### src/rtl/tcdm_bank_arbiter.sv
// rtl/tcdm_bank_arbiter.sv - round-robin request arbiter with in-order response routing for one TCDM bank
module tcdm_bank_arbiter #(
    parameter int unsigned NumIn          = 4,
    parameter int unsigned AddrWidth      = 32,
    parameter int unsigned DataWidth      = 32,
    parameter type         metadata_t     = logic,
    parameter int unsigned MaxOutstanding = 4,
    localparam int unsigned BeWidth       = DataWidth / 8
) (
    input  logic                                clk_i,
    input  logic                                rst_i,
    input  logic [NumIn-1:0]                    req_valid_i,
    output logic [NumIn-1:0]                    req_ready_o,
    input  logic [NumIn-1:0][AddrWidth-1:0]     req_addr_i,
    input  logic [NumIn-1:0][3:0]               req_amo_i,
    input  logic [NumIn-1:0]                    req_write_i,
    input  logic [NumIn-1:0][DataWidth-1:0]     req_wdata_i,
    input  logic [NumIn-1:0][BeWidth-1:0]       req_be_i,
    input  metadata_t [NumIn-1:0]               req_meta_i,
    output logic [NumIn-1:0]                    resp_valid_o,
    input  logic [NumIn-1:0]                    resp_ready_i,
    output logic [DataWidth-1:0]                resp_rdata_o,
    output metadata_t                           resp_meta_o,
    output logic                                out_valid_o,
    input  logic                                out_ready_i,
    output logic [AddrWidth-1:0]                out_addr_o,
    output logic [3:0]                          out_amo_o,
    output logic                                out_write_o,
    output logic [DataWidth-1:0]                out_wdata_o,
    output logic [BeWidth-1:0]                  out_be_o,
    output metadata_t                           out_meta_o,
    input  logic                                in_valid_i,
    output logic                                in_ready_o,
    input  logic [DataWidth-1:0]                in_rdata_i,
    input  metadata_t                           in_meta_i
);

    localparam int unsigned IdxW = $clog2(NumIn);
    localparam int unsigned PtrW = (MaxOutstanding > 1) ? $clog2(MaxOutstanding) : 1;
    localparam int unsigned CntW = $clog2(MaxOutstanding + 1);

    logic [IdxW-1:0] rr_q, rr_d;
    logic            lock_q, lock_d;
    logic [IdxW-1:0] lock_idx_q, lock_idx_d;
    logic [PtrW-1:0] wr_ptr_q, wr_ptr_d, rd_ptr_q, rd_ptr_d;
    logic [CntW-1:0] cnt_q, cnt_d;
    logic [IdxW-1:0] fifo_q [MaxOutstanding];

    logic [IdxW-1:0] grant;
    logic [IdxW:0]   cand;
    logic            found;
    logic            any_valid, fifo_full, fifo_empty, push, pop;
    logic [IdxW-1:0] head;

    assign any_valid  = |req_valid_i;
    assign fifo_full  = (cnt_q == CntW'(MaxOutstanding));
    assign fifo_empty = (cnt_q == '0);
    assign head       = fifo_q[rd_ptr_q];

    // Cyclic search from rr_q; a stalled request keeps its grant via the lock.
    always_comb begin
        grant = rr_q;
        found = 1'b0;
        cand  = '0;
        for (int i = 0; i < NumIn; i++) begin
            cand = {1'b0, rr_q} + (IdxW+1)'(i);
            if (cand >= (IdxW+1)'(NumIn)) begin
                cand = cand - (IdxW+1)'(NumIn);
            end
            if (!found && req_valid_i[cand[IdxW-1:0]]) begin
                grant = cand[IdxW-1:0];
                found = 1'b1;
            end
        end
        if (lock_q) begin
            grant = lock_idx_q;
        end
    end

    // Full blocks grants regardless of a same-cycle pop, so the request path never sees the response path.
    assign out_valid_o = any_valid && !fifo_full && !rst_i;
    assign push        = out_valid_o && out_ready_i;
    assign req_ready_o = push ? (NumIn'(1) << grant) : '0;

    assign out_addr_o  = out_valid_o ? req_addr_i[grant]  : '0;
    assign out_amo_o   = out_valid_o ? req_amo_i[grant]   : '0;
    assign out_write_o = out_valid_o ? req_write_i[grant] : 1'b0;
    assign out_wdata_o = out_valid_o ? req_wdata_i[grant] : '0;
    assign out_be_o    = out_valid_o ? req_be_i[grant]    : '0;
    assign out_meta_o  = out_valid_o ? req_meta_i[grant]  : '0;

    assign in_ready_o   = !fifo_empty && resp_ready_i[head];
    assign resp_valid_o = (in_valid_i && !fifo_empty) ? (NumIn'(1) << head) : '0;
    assign resp_rdata_o = in_rdata_i;
    assign resp_meta_o  = in_meta_i;
    assign pop          = in_valid_i && in_ready_o;

    always_comb begin
        rr_d       = rr_q;
        lock_d     = lock_q;
        lock_idx_d = lock_idx_q;
        wr_ptr_d   = wr_ptr_q;
        rd_ptr_d   = rd_ptr_q;
        cnt_d      = cnt_q;
        if (push) begin
            rr_d     = (grant == IdxW'(NumIn - 1)) ? '0 : grant + 1'b1;
            lock_d   = 1'b0;
            wr_ptr_d = (wr_ptr_q == PtrW'(MaxOutstanding - 1)) ? '0 : wr_ptr_q + 1'b1;
        end else if (out_valid_o) begin
            lock_d     = 1'b1;
            lock_idx_d = grant;
        end
        if (pop) begin
            rd_ptr_d = (rd_ptr_q == PtrW'(MaxOutstanding - 1)) ? '0 : rd_ptr_q + 1'b1;
        end
        case ({push, pop})
            2'b10:   cnt_d = cnt_q + 1'b1;
            2'b01:   cnt_d = cnt_q - 1'b1;
            default: cnt_d = cnt_q;
        endcase
    end

    always_ff @(posedge clk_i or posedge rst_i) begin
        if (rst_i) begin
            rr_q       <= '0;
            lock_q     <= 1'b0;
            lock_idx_q <= '0;
            wr_ptr_q   <= '0;
            rd_ptr_q   <= '0;
            cnt_q      <= '0;
        end else begin
            rr_q       <= rr_d;
            lock_q     <= lock_d;
            lock_idx_q <= lock_idx_d;
            wr_ptr_q   <= wr_ptr_d;
            rd_ptr_q   <= rd_ptr_d;
            cnt_q      <= cnt_d;
        end
    end

    always_ff @(posedge clk_i) begin
        if (push) begin
            fifo_q[wr_ptr_q] <= grant;
        end
    end

    a_payload_stable: assert property (@(posedge clk_i) disable iff (rst_i)
        (out_valid_o && !out_ready_i) |=> $stable({out_addr_o, out_amo_o, out_write_o,
                                                   out_wdata_o, out_be_o, out_meta_o}));
    a_no_resp_when_empty: assert property (@(posedge clk_i) disable iff (rst_i)
        in_valid_i |-> !fifo_empty);
    a_req_ready_onehot: assert property (@(posedge clk_i) disable iff (rst_i)
        $onehot0(req_ready_o));
    a_resp_valid_onehot: assert property (@(posedge clk_i) disable iff (rst_i)
        $onehot0(resp_valid_o));

endmodule
### config.mk
export PLATFORM = sky130hd
export DESIGN_NAME = tcdm_bank_arbiter
export DESIGN_NICKNAME = d
export VERILOG_FILES = /design/src/rtl/tcdm_bank_arbiter.sv
export SDC_FILE = /design/constraint.sdc
export NUM_CORES = 1
export LEC_CHECK = 0
export ABC_CLOCK_PERIOD_IN_PS = 7140
export BUFFER_PORTS_ARGS = -buffer_cell sky130_fd_sc_hd__buf_2
export CAP_MARGIN = 0
export CORE_AREA = 4 4 177 179
export DETAILED_ROUTE_END_ITERATION = 6
export DIE_AREA = 0 0 181 183
export SKIP_LAST_GASP = 1
export SLEW_MARGIN = 20
export SYNTH_ARGS = -nofsm -noshare
export SYNTH_HDL_FRONTEND = slang
export SYNTH_SLANG_ARGS = --single-unit
export TNS_END_PERCENT = 10
### constraint.sdc
create_clock -name clk_i -period 7.14 [get_ports clk_i]
set_clock_uncertainty 0.1 [all_clocks]
set_input_delay 1.428 -clock clk_i [delete_from_list [all_inputs] [get_ports clk_i]]
set_output_delay 1.428 -clock clk_i [all_outputs]
set_load 0.05 [all_outputs]
==> impl_results.md, run 1 <==
* # rows at 63
* Global-route wire length before repair at between 20 and 25 mm
* Cell Area, Synth at between 3000 and 4000 um^2
* Max incr delay on CP at between 0.6 and 0.7 ns
* Grt total ovfl at 0
* Vias in the first global route at approximately 4.4k
* Internal Power at 0.9192 mW
* Count of state elements after synthesis at 20
* DRT iter0 DRCs at 192
* Worst slew margin at between 40% and 50%
* Clk buf depth at 2
* Routed len/inst at around 16 um
* Worst VDD drop at ~340 uV
* CP Buf/Inv Count at 3
* Area Growth Syn to Fin at 57.68%
* Endpoints failing setup at 0
* Detail-routed via count per cell at about 4.0
* CP max stage cell: or2_2
* Crit path kind: in2out
* Crit path max-delay family: compound AO/OA/AOI/OAI gates
* DRC at 0
* Reg-to-reg slack, setup at around 4.3 ns
* # IOs at 458
* Worst path cell trace: buf_2, nand2b_1, o21ai_1, a2111oi_2, a21o_2, or2_2, buf_4, o22ai_1, buf_2
* Worst Hold Class: reg2reg
* Power Density at around 420 nW/um^2
* Static Leak at ~3.0 nW
* Worst-Skew Late Latency at 0.25 ns
* Switching power share of the total at 62.08%
* Reg power frac at 8.8%
* Die X at between 150 and 200 um
* Power share of the combinational group at ~87%
* Hold-fix buffers, CTS at 0
* Post-synthesis instance total at between 400 and 500
* CTS H-tree depth at 1
* Synthesized area per cell at about 9 um^2
* Sequential-to-total area share from yosys stat at between 10% and 20%
* Port-buffer cells at between 300 and 400
* CP max FO at 38
* TritonCTS clock tree: done
* RSZ-0062 raised after global routing: no
* Nets at between 1k and 1.5k
* Setup TNS at 0 ns
* Clk pwr share at around 4.7%
* Post_cts resized at 0
* Slew Limit Fails at 0
* Ys flop type: dfrtp_1
* Max-cap violation count at 0
* Synth Net Count at 751
* GPL Wtd Cong at ~0.93
* Antenna cell count at 0
* Ys async rst share at roughly 60%
* Total number of vias at between 4k and 5k
* Part of the cycle the worst path needs at 78.47%
* DR pass1 iterations at 4
* Fin. Hold Viols at 0
* Worst slew pin tran at 0.8741 ns
* WL final at 17.74 mm
* Initial antenna violation count at 0
* WP data required at approximately 5.6 ns
* Max Clock Freq at about 0.18 GHz
* CTS buffer count at 3
* Status: finished, final reports clean
* Post-CTS Repair Setup Buffers at 0
* Worst path arrival time at between 4 and 5 ns
* Die height at 183 um
* EDFF count, synth at 8
* Reg clk slew, reported paths at roughly 0.050 ns
* Core Footprint at a little under 30000 um^2
* Min cycle time layout at between 5 and 6 ns
* Ys Warns at 0
* Net Switching at between 1.5 and 2 mW
* Post-Layout Cell Count at approximately 1.1k
* Most common cell on crit path: buf_2
* Most common cell after layout, fill and taps aside: buf_2
* Largest net degree at the start of global routing at 52
* Total die area at between 30000 and 40000 um^2
* Root buffer cell: clkbuf_16
* Worst Setup End Kind: primary output
* Layout cells sized above 1 at 56.37%
* Unique masters post-synth at 39
* DRT antenna net count at 0
* Total track usage at between 9 and 10%
* Post-DP HPWL at roughly 15 mm
* Dpl cells at approximately 1.1k
* Clk sinks at 20
* Initial core utilization at 12.38%
* Commonest non-fill, non-tap cells in the layout: buf_2 (391), mux2i_1 (151), o22ai_1 (75), dfrtp_1 (12)
* Startpoint Class: input port
state kept, by name, indices dropped and copies added, names as in the netlist:
name        cells
rr_q            2
fifo_q          8
rd_ptr_q        2
wr_ptr_q        2
lock_q          1
lock_idx_q      2
cnt_q           3
logic make-up (layout without fill, tap and decap cells):
kind of cell	after synthesis	after routing	share of synthesized area, %
compound gates	97	97	17.68
flops	20	20	14.77
fa+ha+maj	8	8	2.940
simple gates	38	38	4.855
buf+inv	79	415	15.28
mux	157	157	43.76
xor+xnor	3	3	0.7181
layout make-up:
cell class,instances,area (um^2)
clock inverters,1,3.754
repair buffers,399,2042
fillers,3337,23790
inverters,12,45.04
flip-flops and latches,20,540.5
well taps,390,488.0
multi-input cells,303,2576
clock buffers,3,75.07
metal layers:
metal | part of all wire, % | global-route usage, %
met5 | 0 | 0
met4 | 2.1 | 2.162
met3 | 7.9 | 2.043
met2 | 52 | 16.92
met1 | 38 | 11.20
cells in the mapped netlist, drive strengths merged, types with 4 or more instances:
cell type / n / area (um^2)
o21ai: 4 / 20.02
a21oi: 5 / 25.02
and3: 5 / 31.28
o22ai: 75 / 469.2
inv: 12 / 45.04
mux2: 4 / 45.04
dfrtp: 12 / 300.3
edfxtp: 8 / 240.2
nand2: 12 / 45.04
ha: 7 / 87.58
nor2: 11 / 41.29
buf: 66 / 510.5
mux2i: 151 / 1511
stage by stage:
step | hold slack (ns) | util, % | instance area, um^2 | total power [mW] | setup slack, ns
2_1_floorplan | 0.3810 | - | 3660 | 1.951 | 1.948
3_3_place_gp | 0.3931 | 19.26 | 5692 | 2.309 | 1.596
3_5_place_dp | 0.4009 | 19.26 | 5692 | 2.328 | 1.516
4_1_cts | 0.4133 | 19.52 | 5771 | 2.449 | 1.504
5_1_grt | 0.4301 | 19.52 | 5771 | 2.575 | 1.295
6_report | 0.4064 | 19.52 | 5771 | 2.424 | 1.537
power groups by stage:
stage               registers (mW)  logic (mW)  clock network, mW
global placement             0.213        2.10                  0
CTS                          0.214        2.12              0.117
finish                       0.213        2.10              0.114
floorplan                    0.203        1.75                  0
global route                 0.221        2.23              0.121
detailed placement           0.216        2.11                  0
path summary, 6_finish.rpt:
kind,start,endpoint,cells after the start
setup / recovery,req_valid_i[3],out_amo_o[1],9
hold / removal,lock_idx_q[1]$_DFFE_PP0P_,lock_idx_q[1]$_DFFE_PP0P_,1
setup reg to reg,rd_ptr_q[0]$_DFFE_PP0P_,cnt_q[2]$_DFFE_PP0P_,10
hold reg to reg,lock_idx_q[1]$_DFFE_PP0P_,lock_idx_q[1]$_DFFE_PP0P_,1
max in group asynchronous,rst_i,cnt_q[0]$_DFFE_PP0P_,2
min in group asynchronous,rst_i,rr_q[0]$_DFFE_PP0P_,2
Power figures use the tool's default switching activity.
==> inputs of run 2 (changes only) <==
--- a/config.mk
+++ b/config.mk
@@ -5,12 +5,12 @@
 export SDC_FILE = /design/constraint.sdc
 export NUM_CORES = 1
 export LEC_CHECK = 0
-export ABC_CLOCK_PERIOD_IN_PS = 7140
+export ABC_CLOCK_PERIOD_IN_PS = 4500
 export BUFFER_PORTS_ARGS = -buffer_cell sky130_fd_sc_hd__buf_2
 export CAP_MARGIN = 0
-export CORE_AREA = 4 4 177 179
+export CORE_AREA = 4 4 178 180
 export DETAILED_ROUTE_END_ITERATION = 6
-export DIE_AREA = 0 0 181 183
+export DIE_AREA = 0 0 182 184
 export SKIP_LAST_GASP = 1
 export SLEW_MARGIN = 20
 export SYNTH_ARGS = -nofsm -noshare
==> constraint.sdc (replaced) <==
create_clock -name clk_i -period 4.5 [get_ports clk_i]
set_clock_uncertainty 0.1 [all_clocks]
set_input_delay 0.9 -clock clk_i [delete_from_list [all_inputs] [get_ports clk_i]]
set_output_delay 0.9 -clock clk_i [all_outputs]
set_load 0.05 [all_outputs]
==> run 2 against run 1 <==
Effect of this change:
- worst setup slack got worse by 1.2 ns
- final cell count increased by 0.62%
- critical path depth unchanged
- sequential share of layout area decreased by 0.33 points
- die area increased by 1.1%
- power increased by 69%
- via count increased by 1.8%
- highest routed layer is now met5
- critical path type unchanged
- cell area increased by 3.7%
- global-route usage increased by 0.48 points
- non-clock buffer count increased by 1
==> impl_results.md, run 2 (synthesis results as in run 1) <==
* Post-Layout Cell Count at ~1.1k
* Reg2reg path depth at 10
* Power Density at 686.4 nW/um^2
* WP data required at 3.50 ns
* Dpl cells at 1131
* Die X at 182 um
* Commonest non-fill, non-tap cells in the layout: buf_2 (382), mux2i_1 (151), o22ai_1 (75), buf_12 (14), dfrtp_1 (12)
* Total track usage at under 10%
* CTS buffer count at 3
* Crit Reg-Reg Endpoint: cnt_q[2]$_DFFE_PP0P_
* Global-route wire length before repair at 26.01 mm
* Most common cell after layout, fill and taps aside: buf_2
* Grt total ovfl at 0
* Worst Hold Class: reg2reg
* Min cycle time layout at ~4.2 ns
* Design area at ~6000 um^2
* CP Launch Point: req_valid_i[2]
* Port-buffer cells at 391
* Total die area at ~33000 um^2
* Crit path to: out_wdata_o[26]
* Antenna cell count at 0
* Clk sinks at 20
* Nets at ~1.1k
* CTS H-tree depth at 1
* Post-DP HPWL at between 15 and 20 mm
* Core Footprint at a little over 30000 um^2
* Top reg by flops: fifo_q
* Post_cts resized at 0
* RSZ-0062 raised after global routing: no
* Static Leak at between 3 and 4 nW
* Fin. Hold Viols at 0
* Detail-routed via count per cell at 4.004
* Die height at ~180 um
* Reg-to-Reg Start: rd_ptr_q[0]$_DFFE_PP0P_
* WL final at approximately 18 mm
* DRC at 0
* Hold-fix buffers, CTS at 0
* # IOs at around 460
* Max FFs per register at 8
* Reg-to-reg slack, setup at between 1.5 and 2 ns
* Total number of vias at between 4k and 5k
* Area Growth Syn to Fin at 63.52%
* Status: finished, final reports clean
* Fill count at around 3.4k
* Worst hold path stage count at 1
* Root buffer cell: clkbuf_16
* Layout cells sized above 1 at 56.56%
* DR pass1 iterations at 4
* Startpoint Class: input port
* GPL Wtd Cong at between 0.9 and 1
* Reg clk slew, reported paths at ~0.050 ns
* Vias in the first global route at around 4.5k
* Worst slew margin at between 50 and 60%
* Worst slew pin tran at between 0.6 and 0.7 ns
* Setup TNS at 0 ns
* Worst path arrival time at 3.21 ns
* CP max FO at 74
* # rows at 64
* Initial core utilization at approximately 12%
* Initial antenna violation count at 1
* Top flop regs: fifo_q x8, cnt_q x3
* Max-cap violation count at 0
* Largest net degree at the start of global routing at 75
* DP Area at 5879 um^2
* Crit path kind: in2out
* Worst-Skew Late Latency at about 0.25 ns
* Worst VDD drop at about 250 uV
* Max Clock Freq at roughly 0.24 GHz
* TritonCTS clock tree: done
* Design Power at about 4 mW
* Part of the cycle the worst path needs at a little over nine tenths
* Slew Limit Fails at 0
* Hold WS at approximately 0.41 ns
* Worst Setup End Kind: primary output
* Clk buf depth at 2
* DRT iter0 DRCs at between 150 and 200
* DRT antenna net count at 0
* Post-CTS Repair Setup Buffers at 0
* Routed len/inst at 16.19 um
* Min-delay src: lock_idx_q[1]$_DFFE_PP0P_
* Endpoints failing setup at 0
## run 2: cell types whose count changed in the layout (fill, tap and decap cells not counted), sizes merged
cell    before  now
buf        399  400
clkinv       1    0
bufinv       0    1
## run 2: metal layers
| metal | global-route usage, % | wire [um] | up-vias |
|---|---|---|---|
| met3 | 2.909 | 1632 | 18 |
| li1 | - | - | 2180 |
| met4 | 2.011 | 351 | 2 |
| met1 | 12.19 | 7206 | 2096 |
| met2 | 16.78 | 9168 | 249 |
| met5 | 0 | 13 | - |
## run 2: power by group
group | leakage [nW] | internal, mW | total [mW] | switching (mW)
sequential | 0.217 | 0.265 | 0.338 | 0.0725
clock | 0.0511 | 0.176 | 0.241 | 0.0651
combinational | 2.79 | 1.22 | 3.53 | 2.31
## run 2: worst min path at each step
stage                                           end  slack (ns)
after detailed placement  lock_idx_q[1]$_DFFE_PP0P_        0.40
final                     lock_idx_q[1]$_DFFE_PP0P_        0.41
after floorplan           lock_idx_q[1]$_DFFE_PP0P_        0.38
after global routing      lock_idx_q[1]$_DFFE_PP0P_        0.44
after global placement    lock_idx_q[1]$_DFFE_PP0P_        0.39
after CTS                 lock_idx_q[1]$_DFFE_PP0P_        0.41
## run 2: cell type report
type | instances | area (um^2) | share of cell area, %
Tap cell | 396 | 495.5 | 8.279
Multi-Input combinational cell | 303 | 2576 | 43.05
Sequential cell | 20 | 540.5 | 9.032
Timing Repair Buffer | 400 | 2222 | 37.13
Clock inverter | 1 | 30.03 | 0.5018
Inverter | 12 | 45.04 | 0.7527
Clock buffer | 3 | 75.07 | 1.254
## run 2: worst max-delay path, stage by stage
cell       delay, ns
buf_2           0.12
a21bo_1         0.21
a21oi_1         0.21
a2111oi_2       0.09
a21o_2          0.27
or2_2           0.32
buf_12          0.22
o22ai_1         0.48
buf_2           0.36
## run 2: through the flow
stage / utilization (%) / setup WS [ns]
after floorplan: - / 0.3636
after global placement: 19.48 / 0.2731
after detailed placement: 19.48 / 0.2318
after CTS: 19.82 / 0.2186
after global routing: 19.82 / 0.04871
final: 19.82 / 0.2879
==> inputs of run 3 (changes only) <==
--- a/config.mk
+++ b/config.mk
@@ -6,7 +6,7 @@
 export NUM_CORES = 1
 export LEC_CHECK = 0
 export ABC_CLOCK_PERIOD_IN_PS = 4500
-export BUFFER_PORTS_ARGS = -buffer_cell sky130_fd_sc_hd__buf_2
+export BUFFER_PORTS_ARGS = -buffer_cell sky130_fd_sc_hd__clkbuf_2
 export CAP_MARGIN = 0
 export CORE_AREA = 4 4 178 180
 export DETAILED_ROUTE_END_ITERATION = 6
==> run 3 against run 2 <==
Effect of this change:
- cell area grew 1.6%
- highest routed layer is now met4
- sequential share of layout area is 0.14 points lower
- clock-buffer cell count is the same
- critical path depth up 1
- combinational power rose by 3%
- sequential cell count is the same
- critical path type unchanged
- final cell count increased by 0.18%
==> impl_results.md, run 3 (synthesis results as in run 1) <==
* Crit Reg-Reg Endpoint: cnt_q[2]$_DFFE_PP0P_
* Worst hold path stage count at 1
* Die height at 184 um
* Reg-to-reg slack, setup at roughly 1.6 ns
* Min cycle time layout at just over 4 ns
* Static Leak at between 3 and 4 nW
* CTS H-tree depth at 1
* Global-route wire length before repair at 25.50 mm
* CP max FO at between 50 and 60
* Top reg by flops: fifo_q
* Total track usage at 9.567%
* Post-DP HPWL at ~15 mm
* Port-buffer cells at 391
* Worst path cell trace: clkbuf_2, a21o_1, nand2_1, a21oi_1, o31ai_4, buf_12, buf_12, mux2i_1, o22ai_1, clkbuf_2
* Area Growth Syn to Fin at 66.09%
* Hold WS at just over 0.4 ns
* Setup TNS at 0 ns
* Min-delay src: lock_idx_q[1]$_DFFE_PP0P_
* Clk sinks at 20
* CTS buffer count at 3
* Commonest non-fill, non-tap cells in the layout: clkbuf_2 (375), mux2i_1 (151), o22ai_1 (75), buf_12 (21), dfrtp_1 (12)
* Root buffer cell: clkbuf_16
* Reg-to-Reg Start: rd_ptr_q[0]$_DFFE_PP0P_
* WP data required at between 3 and 4 ns
* # IOs at 458
* Worst slew margin at 58.41%
* Post_cts resized at 0
* Crit path max-delay family: buffers and inverters
* Max incr delay on CP at 0.38 ns
* DP Area at 6000 um^2
* Worst Setup End Kind: primary output
* WL final at between 15 and 20 mm
* Top flop regs: fifo_q x8, cnt_q x3
* Worst slack, placed at 0.2980 ns
* Core Footprint at just over 30000 um^2
* RSZ-0062 raised after global routing: no
* Routed len/inst at ~16 um
* Worst path arrival time at approximately 3.1 ns
* Design area at approximately 6100 um^2
* DRT antenna net count at 0
* DRT iter0 DRCs at 168
* Power Density at ~680 nW/um^2
* Initial antenna violation count at 0
* Total number of vias at around 4.5k
* Total die area at approximately 33000 um^2
* Worst VDD drop at 315.6 uV
* Antenna cell count at 0
* Hold-fix buffers, CTS at 0
* Reg clk slew, reported paths at ~0.050 ns
* Layout cells sized above 1 at a little under three fifths
* Post-CTS Repair Setup Buffers at 0
* DRC at 0
* CP max stage cell: mux2i_1
* Largest net degree at the start of global routing at 75
* Worst Hold Class: reg2reg
* DR pass1 iterations at 4
* Clk buf depth at 2
* Status: finished, final reports clean
* Max FFs per register at 8
* # rows at 64
* WHS Endpoint: lock_idx_q[1]$_DFFE_PP0P_
* Design Power at between 4 and 5 mW
* Slew Limit Fails at 0
* CP Buf/Inv Count at 4
* Endpoints failing setup at 0
* Nets at ~1.1k
* Part of the cycle the worst path needs at around nine tenths
* Vias in the first global route at between 4k and 5k
* Final worst setup slack at around 0.42 ns
* Grt total ovfl at 0
* GPL Wtd Cong at 0.8804
* Reg2reg path depth at 10
* Fin. Hold Viols at 0
* Max Clock Freq at around 0.24 GHz
* Detail-routed via count per cell at around 4.0
* TritonCTS clock tree: done
* Most common cell after layout, fill and taps aside: clkbuf_2
* Worst slew pin tran at 0.6160 ns
* Die X at roughly 180 um
* Initial core utilization at around an eighth
* Max-cap violation count at 0
* Startpoint Class: input port
* Crit path kind: in2out
* Worst-Skew Late Latency at approximately 0.25 ns
[run 3: cell types whose count changed in the layout (fill, tap and decap cells not counted), sizes merged]
cell    change
clkbuf    +375
buf       -373
bufinv      -1
clkinv      +1
[run 3: per-layer routing]
layer / global-route usage (%) / up-vias / part of all wire [%]
met4: 1.771 / 0 / 1.6
met5: 0 / - / 0
met3: 2.434 / 15 / 7.9
met1: 12.22 / 2074 / 40
met2: 16.48 / 224 / 50
li1: - / 2187 / -
[run 3: final cells by class]
type / instances / area, um^2
clock buffer: 3 / 75.07
clock inverter: 1 / 3.754
fill: 3354 / 24110
inverter: 12 / 45.04
multi-input combinational: 303 / 2576
sequential: 20 / 540.5
tap: 396 / 495.5
timing repair buffer: 402 / 2342
[run 3: worst max path at each step]
| stage | depth (start not counted) | startpoint | to | slack [ns] |
|---|---|---|---|---|
| finish | 10 | req_valid_i[0] | out_addr_o[17] | 0.42 |
| global route | 9 | req_valid_i[1] | out_wdata_o[26] | 0.16 |
| CTS | 9 | req_valid_i[1] | out_wdata_o[26] | 0.29 |
| detailed placement | 9 | req_valid_i[1] | out_wdata_o[26] | 0.30 |
| global placement | 9 | req_valid_i[1] | out_wdata_o[26] | 0.32 |
| floorplan | 8 | req_valid_i[1] | out_addr_o[27] | 0.36 |
[run 3: report_power, final]
part / internal, mW / leakage [nW] / switching, mW / total, mW
Clock: 0.118 / 0.0385 / 0.0620 / 0.180
Combinational: 1.30 / 2.86 / 2.34 / 3.65
Sequential: 0.265 / 0.217 / 0.0702 / 0.336
[run 3: metrics by stage]
| step | utilization [%] | instances |
|---|---|---|
| after floorplan | - | 402 |
| after global placement | 19.87 | 1133 |
| final | 20.13 | 1137 |
| after global routing | 20.13 | 1137 |
| after CTS | 20.13 | 1137 |
| after detailed placement | 19.87 | 1133 |
